**src/rtl/fb_wr_arbiter.sv**
```systemverilog
// Arbitrates the single vga_fb write port between the pixel producer and the UART
// debug loader, registers the winning beat and flags the last PPU beat of each frame.
module fb_wr_arbiter #(
   parameter int MAX_PPU_RUN  = 16,
   parameter int FRAME_PIXELS = 61440
) (
   input  logic       clk,
   input  logic       rst,
   input  logic       ppu_valid,
   input  logic [7:0] ppu_x,
   input  logic [7:0] ppu_y,
   input  logic [5:0] ppu_col,
   output logic       ppu_ready,
   input  logic       dbg_valid,
   input  logic [7:0] dbg_x,
   input  logic [7:0] dbg_y,
   input  logic [5:0] dbg_col,
   output logic       dbg_ready,
   input  logic       dbg_lock,
   output logic       fb_we,
   output logic [7:0] fb_x,
   output logic [7:0] fb_y,
   output logic [5:0] fb_di,
   output logic       frame_done,
   output logic [4:0] starve_cnt,
   output logic [1:0] arb_state
);

   // Handshake: a beat transfers when valid && ready in the same cycle. Ready is
   // combinational from valid, state and the run counter, and the two readies are
   // mutually exclusive. A requester holds x/y/col stable while valid && !ready.

   typedef enum logic [1:0] {
      S_PPU  = 2'd0,
      S_DBG  = 2'd1,
      S_LOCK = 2'd2
   } state_t;

   localparam logic [4:0]  RUN_MAX    = 5'(MAX_PPU_RUN);
   localparam logic [15:0] FRAME_LAST = 16'(FRAME_PIXELS - 1);

   state_t      state, state_nxt;
   logic [4:0]  run_cnt, run_nxt;
   logic [15:0] frame_cnt;
   logic        run_full;
   logic        ppu_xfer, dbg_xfer;

   assign run_full   = (run_cnt == RUN_MAX);
   assign ppu_xfer   = ppu_valid && ppu_ready;
   assign dbg_xfer   = dbg_valid && dbg_ready;
   assign starve_cnt = run_cnt;
   assign arb_state  = state;

   // S_DBG marks the cycle after a forced loader grant; the grant itself was taken on
   // entry, so S_DBG arbitrates like S_PPU with the run counter already cleared.
   always_comb begin
      state_nxt = state;
      ppu_ready = 1'b0;
      dbg_ready = 1'b0;
      run_nxt   = run_cnt;
      case (state)
         S_PPU, S_DBG: begin
            if (dbg_valid && run_full) begin
               dbg_ready = 1'b1;
               state_nxt = S_DBG;
            end else begin
               ppu_ready = ppu_valid;
               dbg_ready = dbg_valid && !ppu_valid;
               state_nxt = S_PPU;
            end
         end
         S_LOCK: begin
            dbg_ready = dbg_valid;
            state_nxt = S_PPU;
         end
         default: state_nxt = S_PPU;
      endcase
      if (dbg_lock)
         state_nxt = S_LOCK;
      if (!rst) begin
         ppu_ready = 1'b0;
         dbg_ready = 1'b0;
      end
      if (state == S_LOCK || !dbg_valid || dbg_ready)
         run_nxt = 5'd0;
      else if (ppu_valid && ppu_ready && !run_full)
         run_nxt = run_cnt + 5'd1;
   end

   always_ff @(posedge clk) begin
      if (!rst) begin
         state      <= S_PPU;
         run_cnt    <= 5'd0;
         frame_cnt  <= 16'd0;
         fb_we      <= 1'b0;
         fb_x       <= 8'd0;
         fb_y       <= 8'd0;
         fb_di      <= 6'd0;
         frame_done <= 1'b0;
      end else begin
         state      <= state_nxt;
         run_cnt    <= run_nxt;
         fb_we      <= ppu_xfer || dbg_xfer;
         frame_done <= 1'b0;
         if (ppu_xfer) begin
            fb_x  <= ppu_x;
            fb_y  <= ppu_y;
            fb_di <= ppu_col;
            // Only PPU beats advance the frame position.
            if (frame_cnt == FRAME_LAST) begin
               frame_cnt  <= 16'd0;
               frame_done <= 1'b1;
            end else begin
               frame_cnt <= frame_cnt + 16'd1;
            end
         end else if (dbg_xfer) begin
            fb_x  <= dbg_x;
            fb_y  <= dbg_y;
            fb_di <= dbg_col;
         end
      end
   end

endmodule

```
**config.mk**
```make
export PLATFORM = sky130hd
export DESIGN_NAME = fb_wr_arbiter
export DESIGN_NICKNAME = d
export VERILOG_FILES = /design/src/rtl/fb_wr_arbiter.sv
export SDC_FILE = /design/constraint.sdc
export NUM_CORES = 1
export LEC_CHECK = 0
export CAP_MARGIN = 20
export CORE_MARGIN = 4
export CORE_UTILIZATION = 44
export DETAILED_ROUTE_END_ITERATION = 8
export PLACE_DENSITY = 0.88
export SLEW_MARGIN = 20
export SYNTH_ARGS = -nofsm -noshare
export SYNTH_HDL_FRONTEND = slang
export SYNTH_SLANG_ARGS = --single-unit
```
**constraint.sdc**
```tcl
create_clock -name clk -period 2.16 [get_ports clk]
set_input_delay 0.324 -clock clk [delete_from_list [all_inputs] [get_ports clk]]
set_output_delay 0.324 -clock clk [all_outputs]
set_load 0.01 [all_outputs]
```
Word-level counts from Yosys, hierarchy flattened
Cells that the tools add are included.

Register bits: 47.

Mux-type cells: 17. $add $sub $neg: 2. Equal/unequal tests: 4. Reduce and logical (&&, ||, !) cells: 17. Bitwise operators: 2.

Operators by type and width (count): 8-bit two-way mux (4); 16-bit by 1-bit adder with 16-bit output, second input constant (1); 16-bit == test, second input constant (1); 16-bit two-way mux (1); 6-bit two-way mux (2); 1-bit two-way mux (7); 5-bit by 1-bit adder with 5-bit output, second input constant (1); 5-bit == test, second input constant (1); 1-bit logical AND (5); 2-bit two-way mux (2); 2-bit OR reduction (2); 1-bit logical NOT (3); 1-bit logical OR (3); 3-bit OR reduction (1); 2-bit by 1-bit == test with 1-bit output, second input constant (1); 2-bit == test, second input constant (1); 2-bit logical NOT (1); 1-bit inverter (2); 1-bit case mux with 2 select lines (1); 2-bit AND reduction (1); 2-bit nonzero test (1).

Logic depth before layout (Yosys ltp)
Depth after elaboration: 8. Gate-level depth with buffers: 9.

Worst setup path after synthesis
No wires, ideal clock.

Path kind: reg-to-reg. Start point: reg run_cnt[0] (netlist: starve_cnt[0]). End point: reg frame_cnt[14]. Arrival: 1.726 ns. Stages on the path, launching flop included: 8. Path slack: 0.368 ns. Setup time: 0.066 ns. Path through: dfxtp_1 > inv_1 > ha_1 > nand4bb_1 > buf_2 > o2111a_1 > or4b_4 > a21oi_2.

Longest elaborated chain between the ends: 6.

RTL lines: start, declared (RTL line 43) `logic [4:0] run_cnt, run_nxt;`; start signal, assigned (RTL line 102) `run_cnt <= run_nxt;`; 5-bit == test (RTL line 48) `assign run_full = (run_cnt == RUN_MAX);`; 1-bit logical AND (RTL line 63) `if (dbg_valid && run_full) begin`; 1-bit two-way mux (RTL line 63); 1-bit two-way mux (RTL line 61) `case (state)`; 1-bit two-way mux (RTL line 80) `if (!rst) begin`; 1-bit logical AND (RTL line 49) `assign ppu_xfer = ppu_valid && ppu_ready;`; end signal, assigned (RTL line 114) `frame_cnt <= frame_cnt + 16'd1;`; end, declared (RTL line 44) `logic [15:0] frame_cnt;`.

Every way passes these cells. A chain may end at the register's enable or synchronous reset.

Worst setup path after layout
Start point: reg run_cnt[1] (netlist: starve_cnt[1]). End point: out ppu_ready.

Longest elaborated chain between the ends: 5.

RTL lines: 5-bit == test (RTL line 48); 1-bit logical AND (RTL line 63); 1-bit two-way mux (RTL line 63); 1-bit two-way mux (RTL line 61); 1-bit two-way mux (RTL line 80); end, declared (RTL line 13) `output logic ppu_ready,`.

Every way passes these cells.

==> impl_metrics.ini <==
[setup_path]
critical_path_arrival_ps = 1700
crit_fanout = 4
r2r_setup_slack_ps = 130
crit_type = flip-flop to output port
worstSetupEndpointType = output port
cp.required_ps = 1840
r2r_end = frame_cnt[14]$_SDFFE_PN0P_
ff2ff_path_depth = 8
startpoint_type = flip-flop
r2r_start = starve_cnt[1]$_SDFFE_PP0P_

[clocking]
root_buffer = clkbuf_8
clkLatencyLatePin_ps = 300
numClockSinks = 47
cts_tree = done
clk_pin_slew_ps = 90
cts_buffers = 5
clockBufferDepth = 2
htreeDepth = 2

[sta]
fin_crit_sh_pct = 93.86
slew_viol_final = 0
setup-tns-final_ps = 0
timing.fmax_mhz = 493.2
worst_pin_slew_ps = 499.2
setup_slack_ps = 132.5
rsz0062_at_grt = no
hold_viol = 0
fin_crit_ps = 2027
hold_ws_ps = 495.4
setup_viol = 0
finClkSkew_ps = 6.323
relSlewSlack_pct = 65.86

[power]
vdd_drop_max_uv = 389.1
power_mw = 2.020
p_per_area_nw_per_um2 = 616.1
p_leak_nw = 1.204

[layout]
synthToLayoutAreaGrowth_pct = 51.77
layout.cells.non_filler = 420
n_antenna_cell = 0
final_nets = 404
nFillCells = 371
utilization_pct = 68.97
mostFrequentLayoutCell = clkdlybuf4s50_1
drive_above_1_share_pct = 9.348
layout.cells.most_common_list = 79 x clkdlybuf4s50_1, 54 x nand2_1, 47 x dfxtp_1
final_area_um2 = 3279

[min_path]
hold_end = frame_cnt[15]$_SDFFE_PN0P_
hp-class = flip-flop to flip-flop
min-delay-start = frame_cnt[15]$_SDFFE_PN0P_
whs_path_depth = 2

[drt]
drt_iter0_drc = 139
drtAntennaViolNets = 0
wl_per_cell_um = 14.58
vias_per_cell = 5.455
drt_pass1_iterations = 4
drc = 0
routed_wl_mm = 6.125
via_count = 2291

[placed_design]
place_area_um2 = 3115
port_buffers = 81
dpl.hpwl_mm = 4.446
post-place-ws_ps = 0.2515
place_inst = 410
globalplace.congestion = 0.8624

[synth]
seq_area_frac_synth_pct = 43.54
netlist_top_cells_area = dfxtp_1 44%, nand2_1 9.4%, a31oi_1 6.4%
yosys.area.top_type_share_pct = 43.54
ys_types = 46
synth_cells = 263
async_reset_ff_share_pct = 0
syn_area_um2 = 2161
ys.flop_type = dfxtp_1
synth_nets = 315
ys_ff_latch = 47
yosysWarnings = 0
yosysTopAreaCell = dfxtp_1
syn_avg_cell_area_um2 = 8.216
synth_edf_count = 0

[global_routing]
antenna_found_initial = 0
grt_max_degree = 46
track_usage_pct = 20.51
grt_pass1_vias = 2239
grt-ovfl-total = 0
grt_pass1_wl_mm = 10.07

[outcome]
outcome = completed

[floorplanning]
die_h_um = 78.08
initial_utilization_pct = 45.45
die-area_um2 = 6096
top_level_ports = 82
rows = 25
die_x_um = 78.08
core_area_um2 = 4755

[run]
maxCapViolCount = 0
[kinds of logic after synthesis]
| family | Yosys count | share of synthesized area (%) |
|---|---|---|
| xor gates and xnor gates | 9 | 3.648 |
| adders and majority gates | 3 | 1.737 |
| and+or+nand+nor | 103 | 24.09 |
| buffers and inverters | 23 | 4.401 |
| AOI/OAI and AO/OA | 78 | 22.58 |
| DFF | 47 | 43.54 |
[metal layers]
metal / wire length [um] / vias up / GRT usage [%]
met5: 0 / - / 0
met4: 68 / 0 / 6.993
met3: 677 / 9 / 9.060
met2: 2894 / 100 / 33.99
met1: 2484 / 1054 / 23.54
li1: - / 1128 / -
[how the worst max path moves through the flow]
stage,end,slack [ps],from
floorplan,frame_cnt[14]$_SDFFE_PN0P_,370,starve_cnt[0]$_SDFFE_PP0P_
global placement,ppu_ready,30,ppu_valid
detailed placement,dbg_ready,0.3,starve_cnt[1]$_SDFFE_PP0P_
CTS,dbg_ready,20,starve_cnt[1]$_SDFFE_PP0P_
global route,frame_cnt[14]$_SDFFE_PN0P_,30,starve_cnt[1]$_SDFFE_PP0P_
finish,ppu_ready,130,starve_cnt[1]$_SDFFE_PP0P_
[sequential cells by signal (all words and copies together), names as in the netlist]
name and cells:
frame_cnt 16, fb_x 8, fb_y 8, arb_state 2, starve_cnt 5, frame_done 1, fb_we 1, fb_di 6
[cell usage after synthesis (3+ instances only)]
cell,n
nand2_1,54
dfxtp_1,47
o21ai_0,27
a31oi_1,22
nor2_1,15
clkbuf_1,11
a21oi_1,8
nand3_1,7
inv_1,6
nand4_1,5
xor2_1,5
buf_2,4
xnor2_1,4
ha_1,3
o211ai_1,3
o41ai_1,3
or4_1,3
[critical path, cell delays in order, from the launching register on]
cell	delay, ps
dfxtp_1	340
inv_1	100
ha_1	200
nand4bb_1	180
o21ai_2	220
inv_2	70
dlygate4sd2_1	290
[final cells by class]
| cell class | instances | area, um^2 | area share (%) |
|---|---|---|---|
| multi-input cells | 193 | 1144 | 34.87 |
| repair buffers | 98 | 948.4 | 28.92 |
| flip-flops and latches | 47 | 940.9 | 28.69 |
| well taps | 67 | 83.83 | 2.556 |
| clock buffers | 5 | 68.82 | 2.098 |
| clock inverters | 3 | 67.56 | 2.060 |
| inverters | 7 | 26.28 | 0.8012 |
[report_power, final]
group,internal (mW),switching [mW],leakage [nW]
logic,0.190,0.139,0.755
registers,0.905,0.0207,0.385
clock network,0.461,0.304,0.0644
[timing repair]
item	4_1_cts	5_1_grt
setup endpoints to repair	2	1
resized for setup	4	1
pin swaps	1	1
hold buffers	0	0
buffers inserted	2	0
(Power assumes the default switching activity.)
